[config.mk]
export PLATFORM = sky130hd
export DESIGN_NAME = mul16_seq_ctrl
export DESIGN_NICKNAME = d
export VERILOG_FILES = /design/src/rtl/mul16_seq_ctrl.sv
export SDC_FILE = /design/constraint.sdc
export NUM_CORES = 1
export LEC_CHECK = 0
export CORE_ASPECT_RATIO = 0.9
export CORE_MARGIN = 1
export CORE_UTILIZATION = 30
export DETAILED_ROUTE_END_ITERATION = 16
export PLACE_DENSITY = 0.63
export SLEW_MARGIN = 40
export SYNTH_ARGS = -nofsm -noshare
export SYNTH_HDL_FRONTEND = slang
export SYNTH_SLANG_ARGS = --single-unit
[constraint.sdc]
create_clock -name clk -period 5.25 [get_ports clk]
set_clock_uncertainty 0.15 [all_clocks]
set_input_delay 0.7875 -clock clk [delete_from_list [all_inputs] [get_ports clk]]
set_output_delay 0.7875 -clock clk [all_outputs]
set_load 0.1 [all_outputs]
[src/rtl/mul16_seq_ctrl.sv]
// 16x16 unsigned multiplier sequencer: time-multiplexes one external 8x8 core
// over the LL/LH/HL/HH partial products and accumulates them into a 32-bit result.
module mul16_seq_ctrl #(
    parameter bit ZERO_SKIP = 1'b0
) (
    input  logic        clk,
    input  logic        rst_n,
    input  logic        in_valid,
    output logic        in_ready,
    input  logic [15:0] in_a,
    input  logic [15:0] in_b,
    output logic [7:0]  mul_a,
    output logic [7:0]  mul_b,
    input  logic [15:0] mul_p,
    output logic        out_valid,
    input  logic        out_ready,
    output logic [31:0] out_p,
    output logic        busy
);
    // Handshakes: a transfer happens on a rising edge where valid && ready are
    // both high; valid, once raised, holds its payload stable until that edge.

    typedef enum logic [1:0] {
        IDLE = 2'd0,
        CALC = 2'd1,
        DONE = 2'd2
    } state_t;

    localparam logic [1:0] STEP_LL = 2'd0;
    localparam logic [1:0] STEP_LH = 2'd1;
    localparam logic [1:0] STEP_HL = 2'd2;
    localparam logic [1:0] STEP_HH = 2'd3;

    state_t      state;
    logic [1:0]  step;
    logic [3:0]  mask;      // steps still pending, bit index equals step code
    logic [15:0] a_r;
    logic [15:0] b_r;
    logic [31:0] acc;

    logic [3:0]  new_mask;
    logic [3:0]  remaining;
    logic [31:0] pp_shifted;

    function automatic logic [3:0] build_mask(input logic [15:0] a, input logic [15:0] b);
        logic [3:0] m;
        m = 4'b1111;
        if (ZERO_SKIP) begin
            m[STEP_LL] = (a[7:0]  != 8'd0) && (b[7:0]  != 8'd0);
            m[STEP_LH] = (a[7:0]  != 8'd0) && (b[15:8] != 8'd0);
            m[STEP_HL] = (a[15:8] != 8'd0) && (b[7:0]  != 8'd0);
            m[STEP_HH] = (a[15:8] != 8'd0) && (b[15:8] != 8'd0);
        end
        return m;
    endfunction

    function automatic logic [1:0] first_set(input logic [3:0] m);
        logic [1:0] s;
        if (m[0])      s = STEP_LL;
        else if (m[1]) s = STEP_LH;
        else if (m[2]) s = STEP_HL;
        else           s = STEP_HH;
        return s;
    endfunction

    assign new_mask  = build_mask(in_a, in_b);
    assign remaining = mask & ~(4'b0001 << step);
    assign out_p     = acc;

    always_comb begin
        mul_a = 8'd0;
        mul_b = 8'd0;
        if (state == CALC) begin
            case (step)
                STEP_LL: begin mul_a = a_r[7:0];  mul_b = b_r[7:0];  end
                STEP_LH: begin mul_a = a_r[7:0];  mul_b = b_r[15:8]; end
                STEP_HL: begin mul_a = a_r[15:8]; mul_b = b_r[7:0];  end
                default: begin mul_a = a_r[15:8]; mul_b = b_r[15:8]; end
            endcase
        end
    end

    always_comb begin
        pp_shifted = 32'd0;
        case (step)
            STEP_LL:          pp_shifted = {16'd0, mul_p};
            STEP_LH, STEP_HL: pp_shifted = {8'd0, mul_p, 8'd0};
            default:          pp_shifted = {mul_p, 16'd0};
        endcase
    end

    always_ff @(posedge clk or negedge rst_n) begin
        if (!rst_n) begin
            state     <= IDLE;
            step      <= 2'd0;
            mask      <= 4'd0;
            a_r       <= 16'd0;
            b_r       <= 16'd0;
            acc       <= 32'd0;
            in_ready  <= 1'b1;
            out_valid <= 1'b0;
            busy      <= 1'b0;
        end else begin
            case (state)
                IDLE: begin
                    if (in_valid) begin
                        a_r      <= in_a;
                        b_r      <= in_b;
                        acc      <= 32'd0;
                        mask     <= new_mask;
                        step     <= first_set(new_mask);
                        in_ready <= 1'b0;
                        busy     <= 1'b1;
                        if (new_mask == 4'd0) begin
                            state     <= DONE;
                            out_valid <= 1'b1;
                        end else begin
                            state <= CALC;
                        end
                    end
                end
                CALC: begin
                    acc  <= acc + pp_shifted;
                    mask <= remaining;
                    if (remaining == 4'd0) begin
                        state     <= DONE;
                        out_valid <= 1'b1;
                    end else begin
                        step <= first_set(remaining);
                    end
                end
                DONE: begin
                    // acc is kept after the handshake; it is cleared on the next accept
                    if (out_ready) begin
                        state     <= IDLE;
                        out_valid <= 1'b0;
                        busy      <= 1'b0;
                        in_ready  <= 1'b1;
                    end
                end
                default: begin
                    state     <= IDLE;
                    out_valid <= 1'b0;
                    busy      <= 1'b0;
                    in_ready  <= 1'b1;
                end
            endcase
        end
    end

endmodule

# After elaboration in Yosys (flattened, before gate mapping)
# Index checks and enable logic that the tools add are counted.
totals:
  elab_cells: 63
  input_bits: 52
  ff_bits: 75
  out_inout_bits: 51
classes:
  eq_ne: 8
  shifts: 1
  reduce_logical: 13
  addsub: 1
  bitwise_logic: 4
  muxes: 27
op_table:
  columns: ["cell", "count"]
  rows:
  - ["case mux 32 bit (2 select lines)", 2]
  - ["adder 32 bit", 1]
  - ["2-to-1 mux 32 bit", 1]
  - ["2-to-1 mux 8 bit", 4]
  - ["2-to-1 mux 2 bit", 7]
  - ["AND reduction 3 bit", 4]
  - ["case mux 1 bit (3 select lines)", 3]
  - ["case mux 4 bit (2 select lines)", 1]
  - ["2-to-1 mux 1 bit", 6]
  - ["inequality test 2 bit (second input constant)", 3]
  - ["case mux 2 bit (3 select lines)", 1]
  - ["OR reduction 2 bit", 3]
  - ["bitwise AND 4 bit", 1]
  - ["== test 2 x 1 -> 1 bit (second input constant)", 2]
  - ["== test 2 bit (second input constant)", 2]
  - ["logical NOT 2 bit", 2]
  - ["logical NOT 4 bit", 1]
  - ["2-to-1 mux 4 bit", 1]
  - ["inverter 4 bit", 1]
  - ["case mux 2 bit (2 select lines)", 1]
  - ["AND reduction 2 bit", 2]
  - ["<< shifter 1 x 2 -> 4 bit (first input constant)", 1]
  - ["inequality test 2 x 1 -> 1 bit (second input constant)", 1]
  - ["inverter 1 bit", 2]
  - ["nonzero test 2 bit", 1]

# Longest topological paths before layout
logic_depth:
  depth_word: 8
  ltp_mapped: 17
  depth_no_buf: 16

# Worst setup path after synthesis
# Ideal clock, no wire load.
synth_path:
  kind: "register to output"
  start: "reg step[0]"
  end: "out mul_a[6]"
  t_required_ns: 4.313
  arrival_time_ns: 2.755
  setup_slack_ns: 1.558
  stages_incl_launch_ff: 7
  path_buffers: 2
  cell_sequence: "dfrtp_1 > inv_1 > ha_1 > clkbuf_1 > clkbuf_1 > o21ai_0 > a21oi_1"
synth_between:
  elab_chain_cells: 4
  elab_cells_between_ends: 5
  classes_between: "eq/ne (1); mux (2); reduce/logical (2)"
synth_rtl:
  columns: ["item", "line", "text"]
  rows:
  - ["start, declared", "35", "logic [1:0] step;"]
  - ["start signal, assigned", "111", "step <= first_set(new_mask);"]
  - ["start signal, assigned", "129", "step <= first_set(remaining);"]
  - ["== test 2 x 1 -> 1 bit or logical NOT 2 bit (tied branches)", "74", "case (step)"]
  - ["OR reduction 2 bit (no line) (*)", null, null]
  - ["2-to-1 mux 8 bit (*)", "74", null]
  - ["2-to-1 mux 8 bit (*)", "73", "if (state == CALC) begin"]
  - ["end, declared", "12", "output logic [7:0] mul_a,"]
# Mark *: on every way between the ends. The rest lies on a longest branch, timed or not.

# Worst setup path in the final report
layout_path:
  start: "reg step[1]"
  end: "reg acc[29] (netlist: out_p[29])"
layout_between:
  elab_chain_cells: 5
  elab_cells_between_ends: 7
  classes_between: "add/sub (1); eq/ne (2); mux (2); reduce/logical (2)"
layout_rtl:
  columns: ["item", "line", "text"]
  rows:
  - ["== test 2 x 1 -> 1 bit or == test 2 bit (tied branches)", "85", "case (step)"]
  - ["OR reduction 2 bit", "85", null]
  - ["case mux 32 bit (2 select lines) (*)", "85", null]
  - ["adder 32 bit (*)", "123", "acc <= acc + pp_shifted;"]
  - ["case mux 32 bit (2 select lines) (*)", "104", "case (state)"]
  - ["end signal, assigned", "123", null]
  - ["end, declared", "39", "logic [31:0] acc;"]
# Marks and branches as above.
# A chain may end at the register's enable or synchronous reset.

==> reports/qor.yml <==
wl_um: 14300
worstReg2RegEnd: "out_p[29]$_DFFE_PN0P_"
dp_cells: 912
max_stage_delay_ns: 0.42
ios: 103
grt_first_pass_wirelength_um: 23300
globalRouteOverflowTotal: 0
rsz0062_at_grt: "no"
drv_slew: 0
grt_max_degree: 76
clock.fmax_mhz: 239
antenna_left: 0
ctsResizeCount: 0
synthTopCellsByArea: "dfrtp_1 (37%), nand2_1 (12%), ha_1 (8.6%), a21oi_1 (5.4%), o21ai_0 (4.6%)"
dp_hpwl_um: 10400
fp.dieH_um: 125
r2r.worst_path.cells: 15
finalNonFillerCells: 928
cts_sinks: 75
globalplace.congestion: 0.895
layout-drive-gt1-share: 0.126
setup_tns_ns: 0
slew_headroom: 0.527
clk_pin_slew_worst_paths_ns: 0.07
holdBufCountCts: 0
cts_tree: "done"
hold_path.class: "input pin to async pin"
cts_made_buffers: 9
syn_area_mm2: 0.00506
rows: 44
yosysTopAreaCell: "dfrtp_1"
reg2reg_from: "step[1]$_DFFE_PN0P_"
synth_ff_type: "dfrtp_1"
postCtsSetupBuffers: 0
area_growth_pct: 24.7
setup_violations: 0
outcome: "completed"
wl_per_cell_um: 15.4
port_buffers: 102
post-route-min-period_ns: 4.19
final_nets: 804
synthCells: 630
core_area_mm2: 0.0163
synth_edf_count: 0
clockBufferDepth: 2
ctsHtreeMaxLevel: 3
synth_fp_nets: 718
required_ns: 5.32
root_buffer: "clkbuf_16"
fin_crit_sh: 0.798
drv_cap: 0
dr.first_iter.drc_count: 297
cp.arrival_ns: 4.26
avgSynthCellArea_um2: 8.04
track_usage: 0.171
drc: 0
num_vias: 4632
whs_ns: 0.317
path_class: "flop to flop"
initial_core_util: 0.311
ys_ff_latch: 75
fin_util: 0.388
netlist.area_leader.share: 0.366
async_flop_share: 1.00
cp_max_fo: 10
worst-path-stages: 15
fill_cells: 1687
die_w_um: 139
worstMarginPinSlew_ns: 0.710
path_cells: "inv_1, ha_1, nor2b_1, nand2_1, inv_1, ha_1, a211oi_1, nor2_1, o311ai_2, a21oi_4, a211oi_4, o21ai_2, a21o_1, a21oi_2, mux2_1"
grt_pass1_vias: 4454
crit_slowest_cell: "dfrtp_1"
ys_types: 54
crit_start: "step[1]$_DFFE_PN0P_"
finalHoldViolCount: 0
ff2ff_setup_slack_ns: 1.06
dieArea_mm2: 0.0174
drt_first_pass_iters: 6
antenna_found_initial: 0
worst_skew_pair.late_latency_ns: 0.34
start_kind: "flop"
path_buf_inv: 2
diodes: 0
synth-warning-count: 0
end_kind: "flop"
drt-vias-per-instance: 4.99
critPathTopFamily: "compound AO/OA/AOI/OAI gates"
synth_seq_area_share: 0.371
[metrics by stage]
stage               instance area, µm²  setup slack (ns)
floorplan                         5060              1.56
global placement                  6260              1.15
detailed placement                6010              1.11
CTS                               6310              1.07
global route                      6310             0.762
finish                            6310              1.06
[cell usage in the layout, fill, tap and decap left out, types with 3 or more instances in the layout]
cell / Yosys / layout
nand2_1: 161 / 161
dfrtp_1: 74 / 74
a21oi_1: 55 / 55
buf_2: 0 / 51
clkdlybuf4s50_1: 0 / 50
o21ai_0: 47 / 47
ha_1: 35 / 35
nor2_1: 34 / 34
xor2_1: 17 / 17
and2_1: 16 / 16
o21ai_1: 16 / 16
nand3_1: 15 / 15
inv_1: 13 / 13
a21o_1: 11 / 11
xnor2_1: 10 / 10
nand2b_1: 10 / 9
clkbuf_16: 0 / 9
nor2b_1: 9 / 8
a22oi_1: 8 / 8
buf_4: 0 / 7
a22o_1: 6 / 6
o21a_1: 6 / 6
a211oi_1: 5 / 5
nand4_1: 5 / 5
and3_1: 3 / 3
o31ai_1: 3 / 3
a21oi_2: 3 / 3
o211ai_1: 3 / 3
[area by class of cell]
| class | instances | area, µm² | area share |
|---|---|---|---|
| inverters | 13 | 48.8 | 0.00773 |
| multi-input cells | 508 | 3010 | 0.476 |
| well taps | 207 | 259 | 0.0410 |
| repair buffers | 109 | 820 | 0.130 |
| clock inverters | 6 | 72.6 | 0.0115 |
| clock buffers | 10 | 229 | 0.0363 |
| flip-flops and latches | 75 | 1880 | 0.297 |
[worst max path at each step]
stage	slack [ns]	endpoint
final	1.06	out_p[29]$_DFFE_PN0P_
after CTS	1.07	out_p[29]$_DFFE_PN0P_
after global placement	1.15	out_p[29]$_DFFE_PN0P_
after floorplan	1.56	mul_a[6]
after detailed placement	1.11	out_p[29]$_DFFE_PN0P_
after global routing	0.76	out_p[28]$_DFFE_PN0P_
[metal layers]
metal | routed length [µm] | up-vias | track usage
li1 | - | 2351 | -
met1 | 7010 | 2157 | 0.235
met2 | 6280 | 108 | 0.257
met3 | 755 | 16 | 0.0410
met4 | 285 | 0 | 0.0660
met5 | 0 | - | 0
[cell families (layout without fill, tap and decap cells)]
| group | count (synthesis) | in the layout | synth area share |
|---|---|---|---|
| flip-flops | 75 | 75 | 0.371 |
| XOR/XNOR | 27 | 27 | 0.0467 |
| adder cells (fa/ha/maj) | 36 | 36 | 0.0904 |
| AND/OR/NAND/NOR | 258 | 258 | 0.218 |
| AO/OA/AOI/OAI | 186 | 186 | 0.235 |
| multiplexers | 1 | 1 | 0.00222 |
| buffers and inverters | 47 | 138 | 0.0363 |
[synth_stat cells (5+ instances only)]
master and count:
nand2_1 161, dfrtp_1 74, a21oi_1 55, o21ai_0 47, ha_1 35, nor2_1 34
clkbuf_1 31, xor2_1 17, and2_1 16, o21ai_1 16, nand3_1 15, inv_1 13
a21o_1 11, nand2b_1 10, xnor2_1 10, nor2b_1 9, a22oi_1 8, a22o_1 6
o21a_1 6, a211oi_1 5, nand4_1 5
[sequential cells by signal, summed over array words and instances (netlist names)]
signal and flops:
busy 1, mask 4, b_r 16, state 2, step 2, out_valid 1, in_ready 1, out_p 32
a_r 16
Power is left out: the tool's default activity adds up to more than one toggle a clock period on the data nets, which glitch-free logic cannot reach.
